`src/rtl/shared_bus_arbiter.sv`:
```
// Round-robin owner of a shared tristate bus. Grants are one-hot and registered,
// each change of owner passes through a single all-off turnaround cycle, and a
// tenure is cut short after MAX_HOLD cycles only when another source is waiting.
//
// Handshake: req[i] is a level request. A source raises it and holds it high
// for its whole tenure. grant[i] is the registered drive enable for source i.
// A source owns the bus for exactly the cycles in which grant[i]=1. Dropping
// req[i] while owning releases the bus at the next edge. The arbiter ignores
// req changes from non-owners until the next arbitration point.
module shared_bus_arbiter #(
    parameter int NUM_REQ  = 4,
    parameter int MAX_HOLD = 8,
    parameter int ID_W     = 2
) (
    input  logic               clock,
    input  logic               reset_n,
    input  logic [NUM_REQ-1:0] req,
    output logic [NUM_REQ-1:0] grant,
    output logic               owner_valid,
    output logic [ID_W-1:0]    owner_id,
    output logic               turnaround
);

    localparam int HC_W = $clog2(MAX_HOLD) + 1;
    localparam logic [HC_W-1:0] HOLD_LAST = HC_W'(MAX_HOLD - 1);
    localparam logic [ID_W:0]   NUM_REQ_W = (ID_W+1)'(NUM_REQ);

    typedef enum logic [1:0] {
        ST_IDLE = 2'd0,
        ST_OWN  = 2'd1,
        ST_TURN = 2'd2
    } state_t;

    state_t          state;
    logic [HC_W-1:0] hold_cnt;
    logic [ID_W-1:0] last_owner;

    logic [ID_W-1:0] pick_id;
    logic            pick_found;
    logic [ID_W:0]   scan_idx;
    logic            release_now;
    logic            preempt_now;

    // Round-robin scan starting just after last_owner; last_owner is visited last
    always_comb begin
        pick_id    = '0;
        pick_found = 1'b0;
        scan_idx   = '0;
        for (int i = 1; i <= NUM_REQ; i++) begin
            scan_idx = {1'b0, last_owner} + (ID_W+1)'(i);
            if (scan_idx >= NUM_REQ_W) begin
                scan_idx = scan_idx - NUM_REQ_W;
            end
            if (!pick_found && req[scan_idx[ID_W-1:0]]) begin
                pick_found = 1'b1;
                pick_id    = scan_idx[ID_W-1:0];
            end
        end
    end

    // Reasons to end the current tenure; only meaningful in ST_OWN
    always_comb begin
        release_now = !req[owner_id];
        preempt_now = (hold_cnt == HOLD_LAST) && (|(req & ~grant));
    end

    // Arbiter FSM with registered outputs
    always_ff @(posedge clock) begin
        if (!reset_n) begin
            state       <= ST_IDLE;
            hold_cnt    <= '0;
            last_owner  <= ID_W'(NUM_REQ - 1);
            grant       <= '0;
            owner_valid <= 1'b0;
            owner_id    <= '0;
            turnaround  <= 1'b0;
        end else begin
            case (state)
                ST_OWN: begin
                    if (release_now || preempt_now) begin
                        state       <= ST_TURN;
                        grant       <= '0;
                        owner_valid <= 1'b0;
                        owner_id    <= '0;
                        turnaround  <= 1'b1;
                        hold_cnt    <= '0;
                    end else if (hold_cnt != HOLD_LAST) begin
                        hold_cnt <= hold_cnt + 1'b1;
                    end
                end
                default: begin
                    // ST_IDLE and ST_TURN both arbitrate at the end of the cycle
                    turnaround <= 1'b0;
                    hold_cnt   <= '0;
                    if (pick_found) begin
                        state       <= ST_OWN;
                        grant       <= NUM_REQ'(1) << pick_id;
                        owner_valid <= 1'b1;
                        owner_id    <= pick_id;
                        last_owner  <= pick_id;
                    end else begin
                        state       <= ST_IDLE;
                        grant       <= '0;
                        owner_valid <= 1'b0;
                        owner_id    <= '0;
                    end
                end
            endcase
        end
    end

endmodule
```
`config.mk`:
```
export PLATFORM = sky130hd
export DESIGN_NAME = shared_bus_arbiter
export DESIGN_NICKNAME = d
export VERILOG_FILES = /design/src/rtl/shared_bus_arbiter.sv
export SDC_FILE = /design/constraint.sdc
export NUM_CORES = 1
export LEC_CHECK = 0
export ABC_AREA = 1
export CAP_MARGIN = 20
export CORE_AREA = 2 2 46 48
export CTS_CLUSTER_SIZE = 16
export DETAILED_ROUTE_END_ITERATION = 8
export DIE_AREA = 0 0 48 50
export GPL_ROUTABILITY_DRIVEN = 0
export PLACE_DENSITY = 0.81
export SYNTH_ARGS = -nofsm -noshare
export SYNTH_HDL_FRONTEND = slang
export SYNTH_SLANG_ARGS = --single-unit
```
`constraint.sdc`:
```
create_clock -name clock -period 2.61 [get_ports clock]
set_clock_uncertainty 0.15 [all_clocks]
set_input_delay 0.3915 -clock clock [delete_from_list [all_inputs] [get_ports clock]]
set_output_delay 0.3915 -clock clock [all_outputs]
set_load 0.05 [all_outputs]
```
==> impl_metrics.yaml <==
run_status:
  outcome: "complete, no violations"
global_route:
  top_usage_layer: "met2"
  global_routing_met2_resource_utilization_pct: 31.8
  grt_start_max_net_pins: 10
  grt_util_met1_pct: 22.8
  grt_overflow_total: 0
  initial_antenna_violation_count: 0
  first_global_vias: 854
  grt_use_met3_pct: 7.33
  groute.usage.overall_pct: 19.3
  grt_first_pass_wirelength_um: 3360
clock_network:
  h-tree-depth: 1
  cts_tree: "built"
  cts_made_buffers: 3
  post_cts.repair.setup_buffers: 0
  clock-sinks: 15
  clkTransAtPathRegs_ns: 0.09
  worst_skew_pair.late_latency_ns: 0.28
  clock_path_buffers: 2
  post_cts_hold_buffer_count: 0
  postCtsResizedCells: 0
  clk_root_buffer_cell: "clkbuf_4"
sta:
  final_hold_viol_count: 0
  fin_tns_setup_ns: 0
  min_period_ns: 2.06
  setup_viol_count_final: 0
  final_cycle_utilization_of_the_critical_path_pct: 78.9
  maxSlewHeadroom_pct: 66.2
  drv_slew: 0
  max_slew.worst_pin.slew_ns: 0.506
  fin_hold_ws_ns: 0.333
  rsz_0062_raised_after_global_routing: "false"
  max_freq_mhz: 486
synthesis:
  seq_total_area_yosys_pct: 32.7
  ys_seq_elements: 15
  synth_cells: 140
  synth_cell_types: 25
  ys_warn_count: 0
  syn_nets: 147
  synth.area.mux_share_pct: 0
  synth_simple_gate_area_share_pct: 46.4
  yosys.area_share.adder_pct: 1.36
  main_combinational_cell_family_by_area_after_synthesis: "simple AND/OR/NAND/NOR gates"
  syn_area_um2: 917
  post_synth_xor_area_fraction_pct: 0
  compound_gate_portion_of_the_synthesized_area_pct: 11.2
  postSynthAreaPerCell_um2: 6.55
route:
  drt-pass1-iter-count: 4
  drt.antenna.violating_nets: 0
  avgViaCountPerCell: 5.03
  drt-total-wl_um: 1990
  route.detailed.drc: 0
  routed_wire_length_per_instance_um: 10.9
  route.vias.total: 916
  initial_drt_markers: 22
pwr:
  p_comb_share_pct: 63.7
  power_density_nw_per_um2: 1280
  intPower_w: 0.000652
  p_sw_share_pct: 53.3
  power.ir.vdd_worst_mv: 0.710
  switchingPower_w: 0.000745
  seq_power_share_pct: 27.0
  total_leakage_power_nw: 0.524
  share_clk_of_total_power_pct: 9.4
floorplan:
  die_width_um: 48
  die_height_um: 50
  top_level_ports: 14
  core_area_um2: 1900
  die_area_um2: 2400
  initial_utilization_pct: 48.2
  placement_rows: 16
setup_path:
  worst-endpoint-arrival_ns: 1.52
  timing.critical_path.slowest_cell_delay_ns: 0.83
  r2r-start: "last_owner[0]"
  crit_buf_inv: 1
  critical_path.max_fanout: 5
  worst_setup_path_end_kind: "primary output"
  cp-start-kind: "register"
  timing.reg2reg.worst_path_depth: 10
  ordered_list_of_cells_on_the_worst_path: "clkdlybuf4s50_1"
  timing.critical_path.max_delay_family: "buffers and inverters"
  timing.setup.critical_path_class: "register to primary output"
  reg2reg_slack_ns: 0.81
  critical-path-slowest-cell: "clkdlybuf4s50_1"
  required_ns: 2.07
  r2r-end: "grant[1]"
final_layout:
  area_delta_synth_final_pct: 19.1
  fin_nets: 163
  fillerInstances: 185
  drive_gt1_share_pct: 15.5
  layout.cell_area.non_filler_um2: 1090
  diodes: 0
min_path:
  worstHoldPathType: "register to register"
  hold-path-endpoint: "turnaround"
  worst_hold_path.num_cells: 2
  worstHoldStart: "turnaround"
placement:
  dpl.hpwl_um: 1610
  port_buffers: 13
  placedInstanceArea_um2: 1070
run:
  drv.max_cap_violation_count: 0
[synth_stat cells (all sizes together)]
cell type	count	share of area [%]
nand2	54	27
buf	1	1.2
nand3	16	9.8
ha	1	1.4
nand4	1	0.68
nor2	16	7.9
inv	14	6.3
clkbuf	1	0.41
nor3	1	0.55
or2	1	0.68
a21boi	1	1.2
dfxtp	15	33
o21ai	7	3.8
a21oi	8	4.8
o22ai	2	1.4
clkinv	1	0.41
[power groups by stage]
stage	clock, W	sequential, W	combinational (W)
detailed placement	0	0.000382	0.000888
global route	0.000148	0.000386	0.000993
global placement	0	0.000382	0.000874
finish	0.000131	0.000377	0.000890
CTS	0.000135	0.000376	0.000892
floorplan	0	0.000517	0.000560
[logic make-up after synthesis]
logic type | after synthesis
compound gates | 18
fa+ha+maj | 1
buf+inv | 17
flops | 15
simple gates | 89
[state kept, by name, summed over array words and instances, names as in the netlist]
name,cells
last_owner,2
state,2
turnaround,1
owner_id,2
hold_cnt,4
grant,4
[metrics by stage]
stage / power [W] / utilization [%] / instances / setup slack [ns]
after CTS: 0.00140 / 57.4 / 182 / 0.567
after floorplan: 0.00108 / - / 140 / 0.892
after global placement: 0.00126 / 56.1 / 178 / 0.444
after global routing: 0.00153 / 57.4 / 182 / 0.503
final: 0.00140 / 57.4 / 182 / 0.551
after detailed placement: 0.00127 / 56.1 / 178 / 0.435
[worst max-delay path by stage]
stage | startpoint | to | slack, ns | cells past startpoint
CTS | owner_id[0] | owner_id[0] | 0.57 | 1
detailed placement | req[1] | hold_cnt[1] | 0.43 | 9
floorplan | grant[0] | owner_id[1] | 0.89 | 6
global placement | req[1] | owner_id[0] | 0.44 | 9
finish | owner_id[0] | owner_id[0] | 0.55 | 1
global route | req[1] | hold_cnt[1] | 0.50 | 9
[placed cells by master (no fill, tap or decap), drive strengths merged]
cell / n
nor3: 1
nand2: 54
nor2: 16
o21ai: 7
a21oi: 8
clkbuf: 4
nand4: 1
or2: 1
a21boi: 1
o22ai: 2
ha: 1
inv: 14
clkdlybuf4s50: 13
clkinv: 1
nand3: 16
dfxtp: 15
[per-layer routing]
layer | routed length (um) | up-vias
met2 | 995 | 22
met1 | 881 | 409
met3 | 92 | 2
met4 | 16 | 0
li1 | - | 483
met5 | 0 | -
[worst min-delay path: stages (launching register included)]
cell and delay [ns]:
dfxtp_1 0.34, nor2_1 0.05, nor2_1 0.07
[area by class of cell]
cell class	count	area, um^2	area share [%]
multi-input combinational	108	541	49.5
sequential	15	300	27.5
timing repair buffer	13	130	11.9
inverter	15	61.3	5.61
tap	27	33.8	3.09
clock buffer	4	26.3	2.41
(Power assumes the default switching activity.)
